**config.mk**
```make
export PLATFORM = sky130hd
export DESIGN_NAME = rv32im_decode_stage
export DESIGN_NICKNAME = d
export VERILOG_FILES = /design/src/rtl/rv32im_decode_pkg.sv /design/src/rtl/rv32im_imm_gen.sv /design/src/rtl/rv32im_decode_stage.sv
export SDC_FILE = /design/constraint.sdc
export NUM_CORES = 1
export LEC_CHECK = 0
export BUFFER_PORTS_ARGS = -buffer_cell sky130_fd_sc_hd__buf_2
export CAP_MARGIN = 20
export CORE_MARGIN = 4
export CORE_UTILIZATION = 45
export CTS_BUF_LIST = sky130_fd_sc_hd__clkbuf_4 sky130_fd_sc_hd__clkbuf_8 sky130_fd_sc_hd__clkbuf_16
export CTS_CLUSTER_SIZE = 30
export DETAILED_ROUTE_END_ITERATION = 6
export PLACE_DENSITY_LB_ADDON = 0.3
export SLEW_MARGIN = 10
export SYNTH_ARGS = -nofsm -noshare
export SYNTH_HDL_FRONTEND = slang
export SYNTH_SLANG_ARGS = --single-unit
```
**constraint.sdc**
```tcl
create_clock -name i_clk -period 9.52 [get_ports i_clk]
set_input_delay 2.38 -clock i_clk [delete_from_list [all_inputs] [get_ports i_clk]]
set_output_delay 2.38 -clock i_clk [all_outputs]
set_load 0.01 [all_outputs]
```
**src/rtl/rv32im_decode_pkg.sv**
```systemverilog
// rv32im_decode_pkg: shared opcodes, funct7 constants, format enum and the
// decoded-bundle payload used by the RV32IM decode stage.
package rv32im_decode_pkg;

   localparam int unsigned DEC_XLEN = 32;

   localparam logic [6:0] OPC_LUI    = 7'b0110111;
   localparam logic [6:0] OPC_AUIPC  = 7'b0010111;
   localparam logic [6:0] OPC_JAL    = 7'b1101111;
   localparam logic [6:0] OPC_JALR   = 7'b1100111;
   localparam logic [6:0] OPC_BRANCH = 7'b1100011;
   localparam logic [6:0] OPC_LOAD   = 7'b0000011;
   localparam logic [6:0] OPC_STORE  = 7'b0100011;
   localparam logic [6:0] OPC_ITYPE  = 7'b0010011;
   localparam logic [6:0] OPC_RTYPE  = 7'b0110011;
   localparam logic [6:0] OPC_FENCE  = 7'b0001111;
   localparam logic [6:0] OPC_SYSTEM = 7'b1110011;

   localparam logic [6:0] F7_ZERO   = 7'b0000000;
   localparam logic [6:0] F7_ALT    = 7'b0100000;
   localparam logic [6:0] F7_MULDIV = 7'b0000001;

   typedef enum logic [2:0] {
      FMT_R    = 3'd0,
      FMT_I    = 3'd1,
      FMT_S    = 3'd2,
      FMT_B    = 3'd3,
      FMT_U    = 3'd4,
      FMT_J    = 3'd5,
      FMT_NONE = 3'd7
   } fmt_e;

   typedef struct packed {
      logic [DEC_XLEN-1:0] pc;
      logic [6:0]          opcode;
      logic [2:0]          funct3;
      logic [6:0]          funct7;
      logic [4:0]          rs1;
      logic [4:0]          rs2;
      logic [4:0]          rd;
      logic [DEC_XLEN-1:0] imm;
      fmt_e                fmt;
      logic                is_mext;
      logic                illegal;
   } decoded_bundle_t;

endpackage

```
**src/rtl/rv32im_imm_gen.sv**
```systemverilog
// rv32im_imm_gen: combinational immediate extraction and format class.
// Ports:
//   inst_i  raw 32-bit instruction
//   imm_o   extended immediate (0 for opcodes without one)
//   fmt_o   format class (fmt_e encoding), FMT_NONE for unknown opcodes
module rv32im_imm_gen
   import rv32im_decode_pkg::*;
(
   input  logic [31:0]         inst_i,
   output logic [DEC_XLEN-1:0] imm_o,
   output logic [2:0]          fmt_o
);

   // Opcode selects both the immediate layout and the format class
   always_comb begin
      imm_o = '0;
      fmt_o = FMT_NONE;
      case (inst_i[6:0])
         OPC_RTYPE: fmt_o = FMT_R;
         OPC_ITYPE, OPC_LOAD, OPC_JALR: begin
            fmt_o = FMT_I;
            imm_o = DEC_XLEN'($signed(inst_i[31:20]));
         end
         OPC_FENCE, OPC_SYSTEM: begin
            fmt_o = FMT_I;
            imm_o = DEC_XLEN'(inst_i[31:20]);
         end
         OPC_STORE: begin
            fmt_o = FMT_S;
            imm_o = DEC_XLEN'($signed({inst_i[31:25], inst_i[11:7]}));
         end
         OPC_BRANCH: begin
            fmt_o = FMT_B;
            imm_o = DEC_XLEN'($signed({inst_i[31], inst_i[7], inst_i[30:25],
                                       inst_i[11:8], 1'b0}));
         end
         OPC_JAL: begin
            fmt_o = FMT_J;
            imm_o = DEC_XLEN'($signed({inst_i[31], inst_i[19:12], inst_i[20],
                                       inst_i[30:21], 1'b0}));
         end
         OPC_LUI, OPC_AUIPC: begin
            fmt_o = FMT_U;
            imm_o = DEC_XLEN'($signed({inst_i[31:12], 12'h000}));
         end
         default: ;
      endcase
   end

endmodule

```
**src/rtl/rv32im_decode_stage.sv**
```systemverilog
// rv32im_decode_stage: registered RV32IM decode stage with an in-order
// DEPTH-entry bundle queue and flush.
// Optional feature macro: DECODER_MEXT_EN (OP funct7=0000001 legal, o_is_mext).
// Ports:
//   i_clk, i_rst         clock, synchronous active-high reset
//   i_valid/o_ready      upstream handshake; i_inst, i_pc instruction + address
//   i_flush              drop all queued and incoming instructions
//   o_valid/i_ready      downstream handshake on the head bundle
//   o_pc .. o_illegal    decoded head bundle fields
module rv32im_decode_stage
   import rv32im_decode_pkg::*;
#(
   parameter int unsigned XLEN  = 32,
   parameter int unsigned DEPTH = 2
) (
   input  logic            i_clk,
   input  logic            i_rst,
   input  logic            i_valid,
   output logic            o_ready,
   input  logic [31:0]     i_inst,
   input  logic [XLEN-1:0] i_pc,
   input  logic            i_flush,
   output logic            o_valid,
   input  logic            i_ready,
   output logic [XLEN-1:0] o_pc,
   output logic [6:0]      o_opcode,
   output logic [2:0]      o_funct3,
   output logic [6:0]      o_funct7,
   output logic [4:0]      o_rs1_addr,
   output logic [4:0]      o_rs2_addr,
   output logic [4:0]      o_rd_addr,
   output logic [XLEN-1:0] o_imm,
   output logic [2:0]      o_fmt,
   output logic            o_is_mext,
   output logic            o_illegal
);

   localparam int unsigned PTR_W = $clog2(DEPTH);
   localparam int unsigned CNT_W = $clog2(DEPTH + 1);

   logic [DEC_XLEN-1:0] imm_c;
   logic [2:0]          fmt_c;
   logic [6:0]          opcode_c;
   logic [2:0]          funct3_c;
   logic [6:0]          funct7_c;
   logic                illegal_c;
   logic                is_mext_c;
   decoded_bundle_t     bundle_d;

   decoded_bundle_t     mem_q [DEPTH];
   decoded_bundle_t     head_c;
   logic [PTR_W-1:0]    head_q, tail_q;
   logic [CNT_W-1:0]    count_q, count_d;
   logic                push_c, pop_c;

   assign opcode_c = i_inst[6:0];
   assign funct3_c = i_inst[14:12];
   assign funct7_c = i_inst[31:25];

   rv32im_imm_gen u_imm_gen (
      .inst_i (i_inst),
      .imm_o  (imm_c),
      .fmt_o  (fmt_c)
   );

   // Legality; every known opcode ends in 2'b11, so a bad inst[1:0]
   // always falls into the unknown-opcode default
   always_comb begin
      illegal_c = 1'b0;
      is_mext_c = 1'b0;
      case (opcode_c)
         OPC_LUI, OPC_AUIPC, OPC_JAL, OPC_FENCE, OPC_SYSTEM: illegal_c = 1'b0;
         OPC_JALR:   illegal_c = (funct3_c != 3'b000);
         OPC_BRANCH: illegal_c = (funct3_c inside {3'b010, 3'b011});
         OPC_LOAD:   illegal_c = (funct3_c inside {3'b011, 3'b110, 3'b111});
         OPC_STORE:  illegal_c = (funct3_c >= 3'b011);
         OPC_ITYPE: begin
            if (funct3_c == 3'b001)
               illegal_c = (funct7_c != F7_ZERO);
            else if (funct3_c == 3'b101)
               illegal_c = !(funct7_c inside {F7_ZERO, F7_ALT});
         end
         OPC_RTYPE: begin
            case (funct7_c)
               F7_ZERO:   illegal_c = 1'b0;
               F7_ALT:    illegal_c = !(funct3_c inside {3'b000, 3'b101});
`ifdef DECODER_MEXT_EN
               F7_MULDIV: is_mext_c = 1'b1;
`else
               F7_MULDIV: illegal_c = 1'b1;
`endif
               default:   illegal_c = 1'b1;
            endcase
         end
         default: illegal_c = 1'b1;
      endcase
   end

   // Illegal encodings are still enqueued, but carry no format or immediate
   always_comb begin
      bundle_d         = '0;
      bundle_d.pc      = DEC_XLEN'(i_pc);
      bundle_d.opcode  = opcode_c;
      bundle_d.funct3  = funct3_c;
      bundle_d.funct7  = funct7_c;
      bundle_d.rs1     = i_inst[19:15];
      bundle_d.rs2     = i_inst[24:20];
      bundle_d.rd      = i_inst[11:7];
      bundle_d.imm     = illegal_c ? '0 : imm_c;
      bundle_d.fmt     = illegal_c ? FMT_NONE : fmt_e'(fmt_c);
      bundle_d.is_mext = is_mext_c;
      bundle_d.illegal = illegal_c;
   end

   // Ready depends only on the registered occupancy: no bypass when full
   assign o_ready = (count_q != CNT_W'(DEPTH));
   assign o_valid = (count_q != '0);
   assign push_c  = i_valid && o_ready;
   assign pop_c   = o_valid && i_ready;

   always_comb begin
      count_d = count_q;
      case ({push_c, pop_c})
         2'b10:   count_d = count_q + CNT_W'(1);
         2'b01:   count_d = count_q - CNT_W'(1);
         default: count_d = count_q;
      endcase
   end

   // Queue state; reset beats flush, flush beats push/pop.
   // DEPTH is a power of two, so pointers wrap naturally.
   always_ff @(posedge i_clk) begin
      if (i_rst) begin
         count_q <= '0;
         head_q  <= '0;
         tail_q  <= '0;
         for (int unsigned i = 0; i < DEPTH; i++) mem_q[i] <= '0;
      end else if (i_flush) begin
         count_q <= '0;
         head_q  <= '0;
         tail_q  <= '0;
      end else begin
         count_q <= count_d;
         if (push_c) begin
            mem_q[tail_q] <= bundle_d;
            tail_q        <= tail_q + PTR_W'(1);
         end
         if (pop_c) head_q <= head_q + PTR_W'(1);
      end
   end

   assign head_c     = mem_q[head_q];
   assign o_pc       = XLEN'(head_c.pc);
   assign o_opcode   = head_c.opcode;
   assign o_funct3   = head_c.funct3;
   assign o_funct7   = head_c.funct7;
   assign o_rs1_addr = head_c.rs1;
   assign o_rs2_addr = head_c.rs2;
   assign o_rd_addr  = head_c.rd;
   assign o_imm      = XLEN'($signed(head_c.imm));
   assign o_fmt      = head_c.fmt;
   assign o_is_mext  = head_c.is_mext;
   assign o_illegal  = head_c.illegal;

endmodule

```
==> results.py, run 1 <==
metrics = {
    "power_and_ir_drop": {
        "power.share.sequential": 0.504,
        "switching_share": 0.222,
        "power_density_nw_per_um2": 184,
        "peakVddDrop_mv": 0.147,
        "combPwrFrac": 0.084,
        "p_leak_nw": 4.39,
        "internal_power_mw": 1.61,
        "clockPowerShare": 0.413,
        "netSwitchingPower_mw": 0.460,
        "p_total_mw": 2.07,
    },
    "worst_setup_path": {
        "path_class": "register to output pin",
        "crit_path_start_kind": "register",
        "cp_cell_sequence": "buf_4, mux2_2, buf_2",
        "ff2ff_path_depth": 6,
        "reg2reg_from": "count_q[0]$_SDFFE_PP0P_",
        "cp_max_fo": 80,
        "critPathRequiredTime_ns": 7.14,
        "endpoint_kind": "output pin",
        "slowest_delay_ns": 0.86,
        "crit_arrival_ns": 2.60,
        "critPathSlowestCell": "buf_4",
    },
    "final_layout": {
        "nets": 909,
        "stdcell_count": 1126,
        "final_common_cell": "edfxtp_1",
        "seq_area_um2": 6110,
        "multi_input_area_um2": 3190,
        "fillCellCount": 1724,
        "fin_util": 0.550,
        "mostFrequentLayoutCells": "200 x edfxtp_1, 170 x buf_2, 123 x and2_1, 100 x mux2_2, 36 x nor3_1",
        "drive_gt1_frac": 0.383,
        "diodes": 0,
        "syn2layout_area_growth_pct": 18.6,
    },
    "synthesis": {
        "synth_ff_type": "edfxtp_1",
        "synth-simple-area-share": 0.156,
        "synth-compound-area-share": 0.0503,
        "synth_top_family_by_area": "simple AND/OR/NAND/NOR gates",
        "synthAdderAreaFrac": 0.00131,
        "syn_area_um2": 9530,
        "async_flop_share": 0,
        "ys_types": 47,
        "synth.area.mux_share": 0.119,
        "synth_nets": 758,
        "synth_top_cell_area_share": 0.630,
        "syn_avg_cell_area_um2": 13.8,
        "synth_xor_area_frac": 0.00643,
        "synth-edff-count": 200,
        "ys_top_cells_by_area": "edfxtp_1 63%, mux2_2 12%, and2_1 8.1%",
        "ys_ff_latch": 205,
        "ys_seq_area_frac": 0.641,
        "yosysWarnings": 0,
        "synth.largest_area_cell": "edfxtp_1",
        "synthCells": 688,
    },
    "timing": {
        "worst_pin_slew_ns": 1.11,
        "relSlewSlack": 0.260,
        "finalHoldViolCount": 0,
        "fin_tns_setup_ns": 0,
        "fmaxAchievable_mhz": 201,
        "slew_violations": 0,
        "grt_setup_unrepaired": "no",
        "setup_violations": 0,
        "layout_min_cycle_time_ns": 4.98,
        "finClkSkew_ns": 0.0177,
        "hold_ws_ns": 0.573,
        "finalCritPeriodShare": 0.523,
    },
    "clock_network": {
        "cts_tree": "built",
        "cts-root-buf": "clkbuf_16",
        "cts_buffer_depth": 3,
        "postCtsHoldBufs": 0,
        "cts_buffers": 23,
        "postCtsSetupBuffers": 0,
        "htreeDepth": 1,
        "insertion_delay_ns": 0.51,
        "cts.sinks": 205,
        "cts-resized-gates": 0,
        "clk_pin_slew_ns": 0.06,
    },
    "hold_path": {
        "hp-class": "register to register",
        "hp-start": "head_q$_SDFFE_PP0P_",
        "worstHoldPathCells": 2,
    },
    "drt": {
        "drt-total-wl_um": 21700,
        "vias": 6087,
        "wl_per_cell_um": 19.2,
        "final_antenna_net_count": 0,
        "detail_route.iter0.violations": 404,
        "viasPerCell": 5.41,
        "firstDrtPassIters": 5,
        "drc": 0,
    },
    "die": {
        "core_um2": 20600,
        "ios": 172,
        "dieArea_um2": 23600,
        "die_h_um": 154,
        "die_w_um": 154,
        "start_util": 0.463,
        "rows": 52,
    },
    "run_status": {
        "status": "complete, no violations",
    },
    "job": {
        "drv_cap": 0,
    },
    "place": {
        "hpwl_um": 13600,
        "placedCellCount": 1084,
        "io_buffers": 170,
        "gp_congestion": 0.853,
    },
    "grt": {
        "antenna_found_initial": 0,
        "grt-ovfl-total": 0,
        "grt_usage": 0.177,
        "grt_pass1_wl_um": 33400,
        "grt_max_degree": 82,
        "grt_pass1_vias": 5996,
    },
}
[critical path, delay by kind of cell (launching register included)]
kind,cells,cell delay [ns]
buffers and inverters,2,1.01
flip-flops,1,0.53
multiplexers,1,0.45
[power by group through the flow]
| stage | registers (mW) | logic, mW | clock network (mW) |
|---|---|---|---|
| after floorplan | 1.06 | 0.101 | 0 |
| after global placement | 1.06 | 0.174 | 0 |
| after detailed placement | 1.06 | 0.175 | 0 |
| after CTS | 1.05 | 0.176 | 0.878 |
| after global routing | 1.05 | 0.188 | 0.911 |
| final | 1.04 | 0.173 | 0.856 |
[path summary, 6_finish.rpt]
| kind | to | slack (ns) |
|---|---|---|
| setup reg to reg | mem_q[1][78]$_SDFFCE_PN0P_ | 6.25 |
| setup / recovery | o_imm[18] | 4.54 |
| hold / removal | register | 0.57 |
| hold reg to reg | register | 0.57 |
[stage by stage]
stage          setup slack [ns]  instance area, um^2
5_1_grt                    4.44                11300
6_report                   4.54                11300
3_3_place_gp               4.33                10600
4_1_cts                    4.50                11300
2_1_floorplan              4.56                 9530
3_5_place_dp               4.29                10600
[kinds of logic after synthesis]
logic type	count (synthesis)
mux	101
compound gates	67
flops	205
xor+xnor	7
buf+inv	56
simple gates	250
fa+ha+maj	1
other cells	1
[flip-flops by register name (all words and copies together) (netlist names), named ones only]
register	count
count_q	2
mem_q	200
head_q	1
tail_q	1
[synthesized netlist by cell type, drive strengths merged, types with 2 or more instances]
| cell type | count |
|---|---|
| inv | 6 |
| or2 | 4 |
| o21ai | 7 |
| xor2 | 3 |
| a31oi | 4 |
| nor3 | 37 |
| o2111ai | 2 |
| a21oi | 24 |
| edfxtp | 200 |
| buf | 11 |
| a2111oi | 2 |
| mux2 | 100 |
| xnor2 | 4 |
| nor2 | 17 |
| nor4b | 2 |
| clkbuf | 39 |
| nand2b | 4 |
| nand3 | 5 |
| dfxtp | 5 |
| and3b | 3 |
| nor4 | 4 |
| and3 | 8 |
| a32oi | 5 |
| a211oi | 17 |
| nor3b | 15 |
| nand2 | 20 |
| nor2b | 5 |
| and2 | 123 |
[per-layer routing]
| metal | vias up | track usage | part of all wire |
|---|---|---|---|
| li1 | 2843 | - | - |
| met1 | 2999 | 0.240 | 0.43 |
| met2 | 213 | 0.297 | 0.49 |
| met3 | 32 | 0.0320 | 0.067 |
| met4 | 0 | 0.0408 | 0.022 |
| met5 | - | 0 | 0 |
[area by class of cell]
cell class                 instances  share of cell area
clock inverter                    15              0.0122
sequential                       205               0.541
multi-input combinational        427               0.282
inverter                           6             0.00199
timing repair buffer             176              0.0793
clock buffer                      27              0.0536
tap                              270              0.0299
(Power assumes the default switching activity.)
==> run 2: changes to the inputs <==
--- a/config.mk
+++ b/config.mk
@@ -5,6 +5,7 @@
 export SDC_FILE = /design/constraint.sdc
 export NUM_CORES = 1
 export LEC_CHECK = 0
+export ABC_AREA = 1
 export BUFFER_PORTS_ARGS = -buffer_cell sky130_fd_sc_hd__buf_2
 export CAP_MARGIN = 20
 export CORE_MARGIN = 4
==> constraint.sdc (replaced) <==
create_clock -name i_clk -period 4.4 [get_ports i_clk]
set_input_delay 1.1 -clock i_clk [delete_from_list [all_inputs] [get_ports i_clk]]
set_output_delay 1.1 -clock i_clk [all_outputs]
set_load 0.01 [all_outputs]
==> run 2 against run 1 <==
Non-clock buffer count rose by 5. Routed wire length barely moved. Sequential power rose by 120%. Final cell count rose by 13%. Critical path depth did not move. Cell area rose by 3.2%. Hold slack got worse by 0.12 ns. Largest power group unchanged.
==> results.py, run 2 <==
metrics = {
    "place": {
        "place_ws_ns": 1.18,
        "dpl-instance-area_um2": 11000,
        "io_buffers": 170,
        "placedCellCount": 1229,
        "gp_congestion": 0.849,
        "hpwl_um": 14200,
    },
    "grt": {
        "grtUsageMet1": 0.245,
        "use_met3": 0.0286,
        "antenna_found_initial": 0,
        "grt-ovfl-total": 0,
        "grt_usage": 0.174,
        "grt_pass1_vias": 6310,
        "globalRoute.busiestLayer": "met2",
        "grt_max_degree": 69,
        "grt_pass1_wl_um": 33700,
        "use_met2": 0.284,
    },
    "power_and_ir_drop": {
        "peakVddDrop_mv": 0.220,
        "p_total_mw": 4.38,
        "switching_share": 0.220,
        "combPwrFrac": 0.087,
        "power.share.sequential": 0.516,
        "internal_power_mw": 3.41,
        "p_leak_nw": 5.34,
        "netSwitchingPower_mw": 0.965,
        "power_density_nw_per_um2": 375,
        "clockPowerShare": 0.398,
    },
    "worst_setup_path": {
        "cp_num_buf_inv": 2,
        "path_class": "register to output pin",
        "cp_cell_sequence": "buf_4, mux2_2, buf_2",
        "r2r_end": "mem_q[0][38]$_SDFFCE_PN0P_",
        "path_delay_family": "flip-flops",
        "critPathSlowestCell": "dfxtp_4",
        "crit_path_start_kind": "register",
        "slowest_delay_ns": 0.81,
        "ff2ff_path_depth": 7,
        "critPathRequiredTime_ns": 3.30,
        "reg2reg_from": "count_q[0]$_SDFFE_PP0P_",
        "endpoint_kind": "output pin",
        "cp_max_fo": 51,
        "rrSetupSlack_ns": 1.98,
        "crit_arrival_ns": 2.20,
    },
    "timing": {
        "grt_setup_unrepaired": "no",
        "fin_tns_setup_ns": 0,
        "finClkSkew_ns": 0.0141,
        "setup_ws_ns": 1.10,
        "slew_violations": 0,
        "worst_pin_slew_ns": 0.984,
        "setup_violations": 0,
        "fmaxAchievable_mhz": 303,
        "hold_ws_ns": 0.452,
        "finalHoldViolCount": 0,
        "layout_min_cycle_time_ns": 3.30,
        "relSlewSlack": 0.344,
        "finalCritPeriodShare": 0.751,
    },
    "drt": {
        "viasPerCell": 5.08,
        "wl_per_cell_um": 17.1,
        "drt-total-wl_um": 21700,
        "vias": 6444,
        "firstDrtPassIters": 5,
        "detail_route.iter0.violations": 406,
        "drc": 0,
        "final_antenna_net_count": 0,
    },
    "final_layout": {
        "largest_reg_flops": 200,
        "nets": 1048,
        "stdcell_count": 1268,
        "fin_util": 0.548,
        "diodes": 0,
        "drive_gt1_frac": 0.446,
        "mostFrequentLayoutCells": "200 x edfxtp_1, 170 x buf_2, 150 x nor2_1, 100 x mux2_2, 66 x inv_1",
        "final_cell_area_um2": 11700,
        "final_common_cell": "edfxtp_1",
        "top_register": "mem_q",
        "reg.largest.list": "mem_q: 200 flops, count_q: 2 flops",
        "syn2layout_area_growth_pct": 18.3,
    },
    "clock_network": {
        "cts_buffers": 22,
        "cts_tree": "built",
        "clk_pin_slew_ns": 0.06,
        "cts_buffer_depth": 3,
        "cts-root-buf": "clkbuf_16",
        "htreeDepth": 1,
        "cts.sinks": 205,
        "insertion_delay_ns": 0.50,
        "cts-resized-gates": 0,
        "postCtsHoldBufs": 0,
        "postCtsSetupBuffers": 0,
    },
    "synthesis": {
        "ys_ff_latch": 205,
        "synth_top_family_by_area": "simple AND/OR/NAND/NOR gates",
        "synth-edff-count": 200,
        "synth.largest_area_cell": "edfxtp_1",
        "synthCells": 817,
        "synth_nets": 887,
        "synthAdderAreaFrac": 0.00127,
        "ys_types": 30,
        "async_flop_share": 0,
        "yosysMostFrequentCell": "edfxtp_1",
        "syn_avg_cell_area_um2": 12.1,
        "synth-compound-area-share": 0.0263,
        "synth_ff_type": "edfxtp_1",
        "yosysWarnings": 0,
        "synth.area.mux_share": 0.114,
        "synth_top_cell_area_share": 0.609,
        "synth_xor_area_frac": 0,
        "ys_top_cells_by_area": "edfxtp_1 61%, mux2_2 11%, nor2_1 5.7%",
        "syn_area_um2": 9860,
        "synthTopCellsByCount": "200 x edfxtp_1, 150 x nor2_1, 100 x mux2_2",
        "synth-simple-area-share": 0.187,
        "ys_seq_area_frac": 0.619,
    },
    "hold_path": {
        "hp-start": "head_q$_SDFFE_PP0P_",
        "worstHoldPathCells": 1,
        "hp-class": "register to register",
    },
    "die": {
        "die_w_um": 156,
        "core_um2": 21300,
        "ios": 172,
        "die_h_um": 156,
        "dieArea_um2": 24300,
        "start_util": 0.463,
        "rows": 53,
    },
    "job": {
        "drv_cap": 0,
    },
    "run_status": {
        "status": "complete, no violations",
    },
}
[run 2: cell count changes after synthesis, moves of 12 or more]
| cell | delta |
|---|---|
| inv_1 | +60 |
| nand4_1 | +13 |
| a21oi_1 | -13 |
| nor2_1 | +133 |
| nor3_1 | -33 |
| nor2_2 | +62 |
| nand3_1 | +12 |
| a211oi_1 | -17 |
| nand2_1 | +38 |
| and2_1 | -123 |
| nor3b_1 | -15 |
| nand2_4 | +34 |
[run 2: cells by family (layout without fill, tap and decap cells)]
kind of cell | after synthesis | after routing
AO/OA/AOI/OAI | 46 | 46
flip-flops | 205 | 205
multiplexers | 100 | 100
other | 1 | 1
adder cells (fa/ha/maj) | 1 | 1
AND/OR/NAND/NOR | 345 | 345
buffers and inverters | 119 | 295
[run 2: layer usage]
metal  share of wire  vias up  wire length [um]
li1                -     3086                 -
met1            0.43     3123              9420
met2            0.48      209             10400
met3           0.067       26              1460
met4           0.017        0               359
met5               0        -                 0
[run 2: worst max path at each step]
stage / from / end / slack [ns] / cells past startpoint
2_1_floorplan: i_flush / mem_q[1][0]$_SDFFCE_PN0P_ / 0.89 / 5
3_5_place_dp: i_flush / mem_q[0][23]$_SDFFCE_PN0P_ / 1.18 / 5
3_3_place_gp: i_flush / mem_q[0][23]$_SDFFCE_PN0P_ / 1.19 / 5
5_1_grt: register / o_pc[14] / 0.95 / 3
6_report: register / o_pc[21] / 1.10 / 3
4_1_cts: register / o_pc[14] / 1.02 / 3
[run 2: final cells by class]
class                   instances  area (um^2)
inverters                      75          282
flip-flops and latches        205         6110
repair buffers                181          971
well taps                     275          344
clock buffers                  34          664
clock inverters                 5         22.5
fillers                      1821         9630
multi-input cells             493         3270
[run 2: worst register-to-register path: stages, from the launching register on]
cell and delay, ns:
dfxtp_1 0.37, inv_1 0.08, nand2_1 0.11, nand2_1 0.11, nor2_1 0.18, nand2_4 0.28
nand2_4 0.56, buf_4 0.40
[run 2: power by group through the flow]
| stage | clock (mW) | sequential [mW] | combinational [mW] |
|---|---|---|---|
| final | 1.74 | 2.26 | 0.379 |
| after floorplan | 0 | 2.29 | 0.230 |
| after CTS | 1.78 | 2.26 | 0.386 |
| after detailed placement | 0 | 2.30 | 0.384 |
| after global routing | 1.87 | 2.26 | 0.413 |
| after global placement | 0 | 2.29 | 0.383 |
==> run 3: changes to the inputs <==
--- a/config.mk
+++ b/config.mk
@@ -5,7 +5,7 @@
 export SDC_FILE = /design/constraint.sdc
 export NUM_CORES = 1
 export LEC_CHECK = 0
-export ABC_AREA = 1
+export ABC_AREA = 0
 export BUFFER_PORTS_ARGS = -buffer_cell sky130_fd_sc_hd__buf_2
 export CAP_MARGIN = 20
 export CORE_MARGIN = 4
==> constraint.sdc (replaced) <==
create_clock -name i_clk -period 3.1 [get_ports i_clk]
set_input_delay 0.775 -clock i_clk [delete_from_list [all_inputs] [get_ports i_clk]]
set_output_delay 0.775 -clock i_clk [all_outputs]
set_load 0.01 [all_outputs]
==> run 3 against run 2 <==
Routed wire length grew 2.4%. Highest routed layer is now met5. Clock power is 45% higher. Power increased by 44%. Core utilization up 1.2 points. Sequential cell count stayed put.
==> results.py, run 3 (same netlist as run 1, synthesis figures left out) <==
metrics = {
    "place": {
        "io_buffers": 170,
        "hpwl_um": 14600,
        "dpl-instance-area_um2": 10800,
        "placedCellCount": 1100,
        "gp_congestion": 0.826,
    },
    "die": {
        "ios": 172,
        "dieArea_um2": 23600,
        "die_h_um": 154,
        "core_um2": 20600,
        "start_util": 0.463,
        "rows": 52,
        "die_w_um": 154,
    },
    "worst_setup_path": {
        "cp_max_fo": 29,
        "endpoint_kind": "output pin",
        "slowest_delay_ns": 0.63,
        "cp_cell_sequence": "buf_4, mux2_2, buf_2",
        "crit_path_start_kind": "register",
        "path_class": "register to output pin",
        "crit_arrival_ns": 2.05,
        "critPathSlowestCell": "dfxtp_4",
        "critPathRequiredTime_ns": 2.32,
    },
    "timing": {
        "layout_min_cycle_time_ns": 2.82,
        "slew_violations": 0,
        "finalHoldViolCount": 0,
        "hold_ws_ns": 0.542,
        "fmaxAchievable_mhz": 354,
        "finalCritPeriodShare": 0.911,
        "worst_pin_slew_ns": 0.758,
        "setup_violations": 0,
        "grt_setup_unrepaired": "no",
        "relSlewSlack": 0.493,
        "finClkSkew_ns": 0.0101,
        "fin_tns_setup_ns": 0,
    },
    "final_layout": {
        "mostFrequentLayoutCells": "200 x edfxtp_1, 170 x buf_2, 123 x and2_1, 100 x mux2_2, 36 x nor3_1",
        "fillCellCount": 1743,
        "nets": 925,
        "syn2layout_area_growth_pct": 20.8,
        "diodes": 0,
        "top_register": "mem_q",
        "final_common_cell": "edfxtp_1",
        "reg.largest.list": "mem_q: 200 flops, count_q: 2 flops",
        "stdcell_count": 1140,
        "final_cell_area_um2": 11500,
        "largest_reg_flops": 200,
        "drive_gt1_frac": 0.392,
    },
    "drt": {
        "viasPerCell": 5.41,
        "firstDrtPassIters": 5,
        "drc": 0,
        "detail_route.iter0.violations": 330,
        "drt-total-wl_um": 22200,
        "vias": 6167,
        "wl_per_cell_um": 19.5,
        "final_antenna_net_count": 0,
    },
    "grt": {
        "grt_pass1_vias": 6237,
        "grt_usage": 0.185,
        "grt-ovfl-total": 0,
        "grt_pass1_wl_um": 34800,
        "antenna_found_initial": 1,
        "grt_max_degree": 61,
    },
    "run_status": {
        "status": "complete, no violations",
    },
    "clock_network": {
        "htreeDepth": 1,
        "cts_buffer_depth": 3,
        "cts-resized-gates": 0,
        "cts_tree": "built",
        "postCtsHoldBufs": 0,
        "cts-root-buf": "clkbuf_16",
        "clk_pin_slew_ns": 0.05,
        "cts_buffers": 23,
        "insertion_delay_ns": 0.49,
        "cts.sinks": 205,
        "postCtsSetupBuffers": 0,
    },
    "power_and_ir_drop": {
        "power_density_nw_per_um2": 546,
        "p_leak_nw": 4.50,
        "peakVddDrop_mv": 0.413,
    },
    "job": {
        "drv_cap": 0,
    },
    "hold_path": {
        "hp-class": "register to register",
    },
}
[run 3: where the power goes]
| part | leakage (nW) | switching, mW | internal, mW |
|---|---|---|---|
| sequential | 2.13 | 0.0343 | 3.17 |
| combinational | 2.02 | 0.324 | 0.237 |
| clock | 0.345 | 1.03 | 1.49 |
[run 3: cell type report]
cell class | instances | area, um^2 | area share
inverters | 6 | 22.5 | 0.00196
multi-input cells | 427 | 3190 | 0.277
clock buffers | 28 | 613 | 0.0532
flip-flops and latches | 205 | 6110 | 0.531
well taps | 270 | 338 | 0.0293
repair buffers | 192 | 1150 | 0.100
clock inverters | 12 | 88.8 | 0.00772
[run 3: worst paths after layout]
kind,startpoint,end,slack (ns),cells past startpoint
hold reg to reg,head_q$_SDFFE_PP0P_,register,0.54,2
setup reg to reg,count_q[0]$_SDFFE_PP0P_,mem_q[0][12]$_SDFFCE_PN0P_,0.87,6
hold / removal,head_q$_SDFFE_PP0P_,register,0.54,2
setup / recovery,register,o_funct7[3],0.28,3
[run 3: routing by layer]
layer,vias up,part of all wire,track usage
li1,2877,-,-
met3,27,0.071,0.0363
met5,-,0.00054,0
met2,238,0.49,0.318
met4,2,0.018,0.0366
met1,3023,0.42,0.248
[run 3: critical path, delay by kind of cell (launching register included)]
| family | cells | cell delay, ns |
|---|---|---|
| multiplexers | 1 | 0.40 |
| flip-flops | 1 | 0.63 |
| buffers and inverters | 2 | 0.51 |
[run 3: through the flow]
| step | setup WS, ns | util | power [mW] |
|---|---|---|---|
| 6_report | 0.276 | 0.560 | 6.29 |
| 5_1_grt | 0.187 | 0.560 | 6.51 |
| 4_1_cts | 0.239 | 0.560 | 6.35 |
| 3_5_place_dp | 0.359 | 0.526 | 3.83 |
| 3_3_place_gp | 0.389 | 0.526 | 3.82 |
| 2_1_floorplan | 0.234 | - | 3.56 |
